===== src/rtl/pattern_pkg.sv =====
// Shared constants, state type and the elaboration-time transition table
// builder for pattern_detector.
package pattern_pkg;

  localparam logic FOUND    = 1'b1;
  localparam logic NOTFOUND = 1'b0;

  typedef enum logic [3:0] {
    S0 = 4'd0, S1 = 4'd1, S2 = 4'd2, S3 = 4'd3,
    S4 = 4'd4, S5 = 4'd5, S6 = 4'd6, S7 = 4'd7
  } state_t;

  // Entry {k, b} (4 bits at (2*k+b)*4) holds the longest suffix of
  // prefix(k)+b that is also a pattern prefix, capped at pat_w-1 so the
  // full-match entry doubles as the overlapping restart state.
  function automatic logic [63:0] build_next_table(input int pat_w, input logic [7:0] pattern);
    logic [63:0] tbl;
    int          lim;
    int          best;
    int          pos;
    logic        seq_bit;
    logic        ok;
    tbl = '0;
    for (int k = 0; k < 8; k++) begin
      for (int b = 0; b < 2; b++) begin
        best = 0;
        if (k < pat_w) begin
          lim = (k + 1 < pat_w) ? k + 1 : pat_w - 1;
          for (int j = 1; j <= lim; j++) begin
            ok = 1'b1;
            for (int t = 0; t < j; t++) begin
              pos     = k + 1 - j + t;
              seq_bit = (pos == k) ? b[0] : pattern[pat_w-1-pos];
              if (seq_bit != pattern[pat_w-1-t]) ok = 1'b0;
            end
            if (ok) best = j;
          end
        end
        tbl[(2*k+b)*4 +: 4] = best[3:0];
      end
    end
    return tbl;
  endfunction

endpackage


===== src/rtl/sat_counter.sv =====
// Saturating up-counter with synchronous active-high reset.
module sat_counter #(
  parameter int CNT_W = 8
) (
  input  logic             clk,
  input  logic             reset,
  input  logic             inc,
  output logic [CNT_W-1:0] count
);

  always_ff @(posedge clk) begin
    if (reset)
      count <= '0;
    else if (inc && (count != '1))
      count <= count + 1'b1;
  end

endmodule


===== src/rtl/pattern_detector.sv =====
// Mealy serial pattern detector (KMP transitions) with optional saturating
// match counter enabled by macro PATTERN_DETECTOR_CNT_EN.
module pattern_detector #(
  parameter int               PAT_W   = 4,
  parameter logic [PAT_W-1:0] PATTERN = 4'b1011,
  parameter int               OVERLAP = 0,
  parameter int               CNT_W   = 8
) (
  input  logic             clk,
  input  logic             reset,
  input  logic             en,
  input  logic             x,
  output logic             y,
  output logic [CNT_W-1:0] match_cnt,
  output logic [3:0]       prefix_len
);
  import pattern_pkg::*;

  localparam logic [63:0] NEXT_TBL   = build_next_table(PAT_W, 8'(PATTERN));
  localparam state_t      LAST       = state_t'(PAT_W - 1);
  localparam logic [3:0]  NUM_STATES = 4'(PAT_W);

  state_t     state;
  state_t     next_state;
  logic [5:0] tbl_idx;

  always_ff @(posedge clk) begin
    if (reset)
      state <= S0;
    else
      state <= next_state;
  end

  // Encodings at or above PAT_W are unreachable; they fall back to S0.
  always_comb begin
    next_state = state;
    y          = NOTFOUND;
    tbl_idx    = {state[2:0], x, 2'b00};
    if (!reset && en) begin
      if (state >= NUM_STATES) begin
        next_state = S0;
      end else if ((state == LAST) && (x == PATTERN[0])) begin
        y          = FOUND;
        next_state = (OVERLAP != 0) ? state_t'(NEXT_TBL[tbl_idx +: 4]) : S0;
      end else begin
        next_state = state_t'(NEXT_TBL[tbl_idx +: 4]);
      end
    end
  end

  assign prefix_len = state;

`ifdef PATTERN_DETECTOR_CNT_EN
  sat_counter #(.CNT_W(CNT_W)) u_sat_counter (
    .clk   (clk),
    .reset (reset),
    .inc   (y),
    .count (match_cnt)
  );
`else
  assign match_cnt = '0;
`endif

endmodule


===== config.mk =====
export PLATFORM = sky130hd
export DESIGN_NAME = pattern_detector
export DESIGN_NICKNAME = d
export VERILOG_FILES = /design/src/rtl/pattern_pkg.sv /design/src/rtl/sat_counter.sv /design/src/rtl/pattern_detector.sv
export SDC_FILE = /design/constraint.sdc
export NUM_CORES = 1
export LEC_CHECK = 0
export ABC_AREA = 1
export ABC_CLOCK_PERIOD_IN_PS = 1000
export CORE_AREA = 5 5 42 44
export CTS_BUF_LIST = sky130_fd_sc_hd__clkbuf_16
export DETAILED_ROUTE_END_ITERATION = 7
export DIE_AREA = 0 0 47 49
export GPL_TIMING_DRIVEN = 0
export PLACE_DENSITY = 0.51
export SLEW_MARGIN = 30
export SYNTH_ARGS = -nofsm -noshare
export SYNTH_HDL_FRONTEND = slang
export SYNTH_SLANG_ARGS = --single-unit

===== constraint.sdc =====
create_clock -name clk -period 1 [get_ports clk]
set_clock_uncertainty 0.05 [all_clocks]
set_input_delay 0.2 -clock clk [delete_from_list [all_inputs] [get_ports clk]]
set_output_delay 0.2 -clock clk [all_outputs]
set_load 0.05 [all_outputs]

==> impl_metrics.json <==
{
  "drive_gt1_frac": 0.519,
  "fin_nets": 59,
  "syn_area_sq_um": 206,
  "syn_inst": 31,
  "cp_num_buf_inv": 1,
  "hold_viol": 0,
  "clk_latency_ns": 0.22,
  "io_buffers": 6,
  "grt_pass1_wl_um": 1040,
  "start_util": 0.147,
  "cts-root-buf": "clkbuf_16",
  "grt.overflow.total": 0,
  "synth_cell_type_count": 12,
  "drc": 0,
  "cts.sinks": 2,
  "ant_nets": 0,
  "die_area_sq_mm": 0.00230,
  "pwr_density_cell_mw_per_mm2": 1930,
  "cts_buffer_depth": 2,
  "slowest_delay_ns": 0.36,
  "first_pass_iters": 2,
  "cp.arrival_ns": 0.92,
  "status": "finished with violations",
  "drt_first_iter_violations": 1,
  "violations": "negative setup slack",
  "rows": 14,
  "antenna_found_initial": 0,
  "num_antenna_cells": 0,
  "synth_area_leader_cell": "buf_4",
  "grt_max_degree": 5,
  "path_class": "flip-flop to output pin",
  "synthTopCellsByArea": "buf_4 (36%), dfxtp_1 (19%), nand2_1 (7.3%)",
  "ir_drop_mv": 0.773,
  "end_kind": "output pin",
  "fmax_mhz": 856,
  "via_per_inst": 3.38,
  "ys_seq_area_frac": 0.194,
  "cts_buffers": 3,
  "syn_area_per_cell_sq_um": 6.66,
  "drv_slew": 0,
  "cp-start-kind": "flip-flop",
  "htreeDepth": 1,
  "timing.final.ws_setup_ns": -0.168,
  "hp-class": "input pin to flip-flop",
  "chipWidth_um": 47,
  "worstPathMaxFanout": 3,
  "utilization": 0.315,
  "finalSetupViolCount": 4,
  "largest_register_ffs": 2,
  "cap_violations": 0,
  "grt_setup_unrepaired": "true",
  "cts_tree": "yes",
  "ys_ff_latch": 2,
  "crit_slowest_cell": "dfxtp_4",
  "clkTransAtPathRegs_ns": 0.03,
  "period_share": 1.17,
  "crit_chain": "nand2_4, nor3_4, buf_6",
  "die_h_um": 49,
  "min_period_ns": 1.17,
  "area_delta_synth_final_pct": 114,
  "place.gp.congestion": 0.628,
  "core_area_sq_mm": 0.00140,
  "p_leak_nw": 0.261,
  "vias": 230,
  "wl_um": 549,
  "n_fill_cell": 154,
  "yosys_warnings": 0,
  "cts_hold_buffers": 0,
  "grt_pass1_vias": 272,
  "required_ns": 0.75,
  "holdWs_ns": 0.257,
  "globalRouteTotalUtil": 0.0669,
  "final_cell_area_sq_um": 442,
  "avgRoutedWirePerCell_um": 8.07,
  "synth_top_area_frac": 0.364,
  "placed_area_sq_um": 347,
  "io_pins": 17,
  "cp_top_family": "flip-flops"
}
synth_stat cells:
master   number
ha_1          1
nand3_1       2
buf_4        10
inv_1         3
o21a_1        1
nand2_2       1
nor3_1        1
conb_1        1
nand2_1       4
dfxtp_1       2
a21oi_1       1
nor2_1        4
worst reg2reg max path: cells and delay by family (launching register included):
| family | cells | cell delay (ns) |
|---|---|---|
| AOI/OAI and AO/OA | 2 | 0.19 |
| adders and majority gates | 1 | 0.29 |
| buffers and inverters | 1 | 0.14 |
| DFF | 1 | 0.34 |
kinds of logic (layout without fill, tap and decap cells):
family / count (synthesis) / in the layout / synth area share
other: 1 / 10 / 0.0182
adder cells (fa/ha/maj): 1 / 1 / 0.0606
AND/OR/NAND/NOR: 12 / 12 / 0.248
buffers and inverters: 13 / 25 / 0.418
flip-flops: 2 / 2 / 0.194
AO/OA/AOI/OAI: 2 / 2 / 0.0606
cell type report:
| class | count | area, sq um | share of cell area |
|---|---|---|---|
| Inverter | 3 | 11.3 | 0.0255 |
| Timing Repair Buffer | 9 | 71.3 | 0.161 |
| Buffer | 10 | 75.1 | 0.170 |
| Tap cell | 16 | 20.0 | 0.0453 |
| Multi-Input combinational cell | 25 | 141 | 0.320 |
| Clock buffer | 3 | 75.1 | 0.170 |
| Sequential cell | 2 | 47.5 | 0.108 |
power by group:
part	switching [W]	internal (W)	total, W
Combinational	0.000119	0.0000489	0.000168
Clock	0.0000930	0.000509	0.000602
Sequential	0.00000286	0.0000791	0.0000820
final timing paths:
check	start	to	slack, ns	depth (start not counted)
setup / recovery	prefix_len[1]$_SDFFE_PP0P_	y	-0.17	3
hold / removal	reset	prefix_len[0]$_SDFFE_PP0P_	0.26	2
setup reg to reg	prefix_len[0]$_SDFFE_PP0P_	prefix_len[1]$_SDFFE_PP0P_	-0.13	4
hold reg to reg	prefix_len[1]$_SDFFE_PP0P_	prefix_len[1]$_SDFFE_PP0P_	0.65	3
per-stage QoR:
stage	total power [W]	setup WS (ns)	cells	TNS, ns
after floorplan	0.000220	-0.179	40	-0.215
after global placement	0.000242	-1.05	62	-2.53
after detailed placement	0.000243	-1.08	62	-2.58
after CTS	0.000855	-0.225	68	-0.525
after global routing	0.000887	-0.216	68	-0.611
final	0.000852	-0.168	68	-0.466
timing repair:
action	CTS	global route
setup endpoints to repair	5	4
gates resized for setup	22	3
buffers inserted	3	0
pin swaps	1	1
per-layer routing:
| metal | track usage | vias up | part of all wire |
|---|---|---|---|
| met5 | 0 | - | 0 |
| met4 | 0.0553 | 0 | 0.020 |
| met3 | 0.0443 | 2 | 0.098 |
| met2 | 0.109 | 11 | 0.57 |
| met1 | 0.0504 | 99 | 0.30 |
| li1 | - | 118 | - |
layout by cell type (no fill, tap or decap), types with 2 or more instances in the layout:
master and count:
dfxtp_4 2, buf_4 13, inv_2 2, clkbuf_16 3, nand2_1 3, nand3_1 2, nand2_4 2, dlygate4sd2_1 2
conb_1 10, buf_2 2, nor2_1 4
(Power assumes the default switching activity.)
==> edit 1: new RTL, same flow settings <==
Put one more register stage on the output `prefix_len`, with the module's reset. The value now appears one clock later. The other outputs are not delayed to match.
--- a/src/rtl/pattern_detector.sv
+++ b/src/rtl/pattern_detector.sv
@@ -48,7 +48,13 @@
     end
   end
 
-  assign prefix_len = state;
+  always_ff @(posedge clk) begin
+    if (reset) begin
+      prefix_len <= '0;
+    end else begin
+      prefix_len <= state;
+    end
+  end
 
 `ifdef PATTERN_DETECTOR_CNT_EN
   sat_counter #(.CNT_W(CNT_W)) u_sat_counter (
Formal check against the unedited RTL: not equivalent (Yosys sat finds a counterexample within 4 cycles, from zero or initial values and one cycle with reset high).
==> edit 1 against the original RTL <==
The flow still finishes with violations (setup timing); final cell count rose by 16%; total power up 14%; design area is 20% higher; routed wire length up 6.6%; sequential cell count up 2; highest routed layer is now met3; synthesized cell count is 23% higher; area after synthesis increased by 27%; worst setup slack improved by 0.056 ns; maximum frequency grew 5.1%; first-iteration DRC count unchanged.
==> edit 1: results (changes against the original RTL) <==
logic_synthesis:
  ys_types: 9  # -3
  synth_common_cells: "buf_4, nand2_1, inv_1"
  ys_seq_area_frac: 0.305  # +0.111
  ys_warn_count: 0  # unchanged
  synth_area_leaders: "dfxtp_1, buf_4, nand2_1"
  synth_area_per_cell_sq_um: 6.91  # +3.8%
drt:
  vias_per_cell: 3.30  # -2.3%
  drt_wl_total_um: 585  # +6.6%
  wire_per_inst_um: 7.41  # -8.3%
setup_path:
  r2r_slack_ns: -0.08  # +0.05 ns
  path_max_fanout: 2  # -1
  worst_path_max_delay_cell: "dfxtp_2"
  r2r-start: "state[0]$_SDFFE_PP0P_"
  r2r_end: "state[1]$_SDFFE_PP0P_"
  reg2regPathDepth: 7  # +3
  arrival_ns: 0.86  # -0.06 ns
cells_and_area:
  fin_nets: 70  # +19%
  drive_above_1_share: 0.556  # +0.0363
  nFillCells: 144  # -6.5%
grt:
  antenna_found_initial: 0  # unchanged
  grt_start_max_net_pins: 5  # unchanged
  track_usage: 0.0584  # -0.00849
  grt_pass1_vias: 259  # -4.8%
  grt_pass1_wl_um: 959  # -7.9%
timing:
  whs_ns: 0.161  # -0.0951 ns
  timing.fmax_mhz: 899  # +5.1%
  layout_setup_ws_ns: -0.112  # +0.0563 ns
  finalSetupViolCount: 2  # -2
run_status:
  status: "complete, but fails checks"
  violations: "setup timing"
clock_tree:
  cts_hold_buf: 0  # unchanged
pwr:
  peakVddDrop_v: 0.000565  # -27%
  power.leakage_nw: 0.316  # +21%
placed_design:
  port_buffers: 6  # unchanged
  hpwl_um: 412
  dp.cells: 69  # +11%
  gp_congestion: 0.745  # +19%
min_path:
  hold_end: "prefix_len[0]$_SDFF_PP0_"
edit 1: metrics by stage:
| stage | TNS (ns) | util | power, mW | instance area, sq um | setup slack [ns] |
|---|---|---|---|---|---|
| 5_1_grt | -0.293 | 0.379 | 1.01 | 531 | -0.151 |
| 3_5_place_dp | -2.43 | 0.274 | 0.335 | 384 | -1.11 |
| 3_3_place_gp | -2.41 | 0.274 | 0.335 | 384 | -1.11 |
| 2_1_floorplan | 0 | - | 0.312 | 304 | 0.0113 |
| 4_1_cts | -0.223 | 0.363 | 0.972 | 508 | -0.115 |
| 6_report | -0.191 | 0.379 | 0.973 | 531 | -0.112 |
edit 1: worst max path at each step:
stage | from | to | slack (ns)
floorplan | state[0]$_SDFFE_PP0P_ | y | 0.01
global placement | en | y | -1.11
detailed placement | en | y | -1.11
CTS | state[0]$_SDFFE_PP0P_ | y | -0.11
global route | state[0]$_SDFFE_PP0P_ | y | -0.15
finish | state[0]$_SDFFE_PP0P_ | y | -0.11
edit 1: logic make-up (layout without fill, tap and decap cells):
kind of cell             after synthesis  after routing  share of synthesized area
other                                  1             10                     0.0143
flip-flops                             4              4                      0.305
adder cells (fa/ha/maj)                1              1                     0.0476
buffers and inverters                 17             33                      0.386
AND/OR/NAND/NOR                       15             15                      0.248
edit 1: area by class of cell:
| type | instances | share of cell area |
|---|---|---|
| inverters | 7 | 0.0495 |
| flip-flops and latches | 4 | 0.156 |
| plain buffers | 10 | 0.142 |
| clock buffers | 3 | 0.142 |
| multi-input cells | 26 | 0.283 |
| well taps | 16 | 0.0377 |
| repair buffers | 13 | 0.191 |
edit 1: metal layers:
layer | part of all wire | GRT usage | wire [um]
met5 | 0 | 0 | 0
met3 | 0.11 | 0.0369 | 64
met4 | 0 | 0.0276 | 0
met1 | 0.39 | 0.0656 | 227
met2 | 0.50 | 0.0837 | 293
edit 1: timing repair:
item,in CTS,in global routing
resized for setup,33,5
setup buffers,6,1
setup endpoints to repair,4,3
pin swaps,3,4
endpoints found under the hold margin,0,0
gates cloned,0,0
edit 1: power breakdown:
part           switching (mW)  leakage (nW)  internal [mW]  total [mW]
combinational           0.126         0.245         0.0633       0.189
clock                   0.101        0.0370          0.510       0.611
sequential            0.00489        0.0334          0.168       0.172
total                   0.232         0.316          0.741       0.973
==> edit 2: new RTL, same flow settings <==
Without the edit above. Set the parameter `CNT_W` to 10 (it was 8).
--- a/src/rtl/pattern_detector.sv
+++ b/src/rtl/pattern_detector.sv
@@ -4,7 +4,7 @@
   parameter int               PAT_W   = 4,
   parameter logic [PAT_W-1:0] PATTERN = 4'b1011,
   parameter int               OVERLAP = 0,
-  parameter int               CNT_W   = 8
+  parameter int               CNT_W   = 10
 ) (
   input  logic             clk,
   input  logic             reset,
Interface: changed (resized match_cnt); port bits go from 17 to 19. No check against the original RTL was run, so the function may have changed too.
==> edit 2 against the original RTL <==
The flow still finishes with violations (setup timing); global-route usage fell by 0.99 points; combinational power rose by 13%; area after synthesis rose by 7.3%; total power rose by 2.5%; critical path depth did not move; clock power barely moved; design area rose by 5.7%; die area did not move; worst setup slack improved by 0.0017 ns; sequential cell count did not move; routed wire length fell by 7.7%; highest routed layer is now met3.
==> edit 2: results (changes against the original RTL) <==
logic_synthesis:
  synth_area_leaders: "buf_4, dfxtp_1, nand2_1"
  synthAdderAreaFrac: 0.0565  # -0.00411
  synth_compound_area_frac: 0.0565  # -0.00411
  ys_seq_area_frac: 0.181  # -0.0131
  synth.area.mux_share: 0  # unchanged
  async_flop_share: 0  # unchanged
  synthCells: 33  # +6.5%
  ys_warn_count: 0  # unchanged
  synth_common_cells: "buf_4, nand2_1, nor2_1"
  synth_xor_area_frac: 0  # unchanged
  synthFlopType: "dfxtp_1"
setup_path:
  worst_path_max_delay_cell: "dfxtp_4"
  critical_path.top_delay_family: "flip-flops"
  r2r_end: "prefix_len[1]$_SDFFE_PP0P_"
  path_max_fanout: 4  # +1
  r2r_slack_ns: -0.11  # +0.02 ns
  crit_start: "prefix_len[1]$_SDFFE_PP0P_"
  r2r-start: "prefix_len[0]$_SDFFE_PP0P_"
  cp_slowest_stage_delay_ns: 0.36  # about the same
cells_and_area:
  nFillCells: 160  # +3.9%
  sh_seq_area: 0.102  # -0.00577
  multi_input_comb_area_sq_um: 156  # +11%
  buf_share: 0.335  # +0.00368
  final_core_util: 0.333  # +0.0179
  clkCellAreaFrac: 0.161  # -0.00911
  nNonClkBuffers: 20  # +1
  nMultiInputCombCells: 27  # +8.0%
  num_antenna_cells: 0  # unchanged
  largest_register_ffs: 2  # unchanged
  inv_count: 3  # unchanged
  fin_nets: 62  # +5.1%
  drive_above_1_share: 0.527  # +0.00804
min_path:
  min_from: "reset"
  worstHoldPathCells: 2  # unchanged
timing:
  finalSetupViolCount: 4  # unchanged
  fin_tns_setup_ns: -0.383  # +0.0838 ns
  layout_setup_ws_ns: -0.166  # +0.00171 ns
  whs_ns: 0.249  # -0.00735 ns
pwr:
  powerDensity_mw_per_mm2: 1870  # -3.0%
  peakVddDrop_v: 0.000909  # +18%
  power.leakage_nw: 0.267  # +2.4%
placed_design:
  gp_congestion: 0.605  # -3.6%
  pre_cts_ws_ns: -1.06  # +0.0186 ns
  port_buffers: 6  # unchanged
  placed_area_sq_um: 369  # +6.5%
  dp.cells: 66  # +6.5%
drt:
  num_vias: 222  # -3.5%
  wire_per_inst_um: 7.14  # -12%
  drt-initial-drc-count: 1  # unchanged
  dr.pass1.iters: 2  # unchanged
  drt_wl_total_um: 507  # -7.7%
clock_tree:
  root_buffer: "clkbuf_16"
  numClockSinks: 2  # unchanged
  insertion_delay_ns: 0.22  # about the same
grt:
  track_usage: 0.0570  # -0.00989
  grt_start_max_net_pins: 5  # unchanged
  grt_pass1_wl_um: 869  # -17%
run_status:
  status: "complete, but fails checks"
  violations: "setup timing"
-- edit 2: cell count changes in the layout (fill, tap and decap cells not counted) --
cell / before / now
buf_2: 2 / 1
buf_4: 13 / 15
conb_1: 10 / 12
ha_1: 1 / 0
ha_4: 0 / 1
nand2_2: 0 / 1
nand2_4: 2 / 1
-- edit 2: power breakdown --
part | switching, mW | internal [mW]
combinational | 0.135 | 0.0549
clock | 0.0922 | 0.509
sequential | 0.00311 | 0.0791
-- edit 2: repair_timing --
item | in CTS | in global routing
setup buffers | 2 | 0
cloned | 0 | 0
setup endpoints to repair | 4 | 4
resized for setup | 22 | 5
endpoints found under the hold margin | 0 | 0
-- edit 2: routing by layer --
metal  vias to the layer above  part of all wire  global-route usage
met5                         -                 0                   0
met4                         0                 0              0.0415
met3                         0              0.12              0.0443
met2                        11              0.54              0.0747
met1                        89              0.34              0.0591
li1                        122                 -                   -
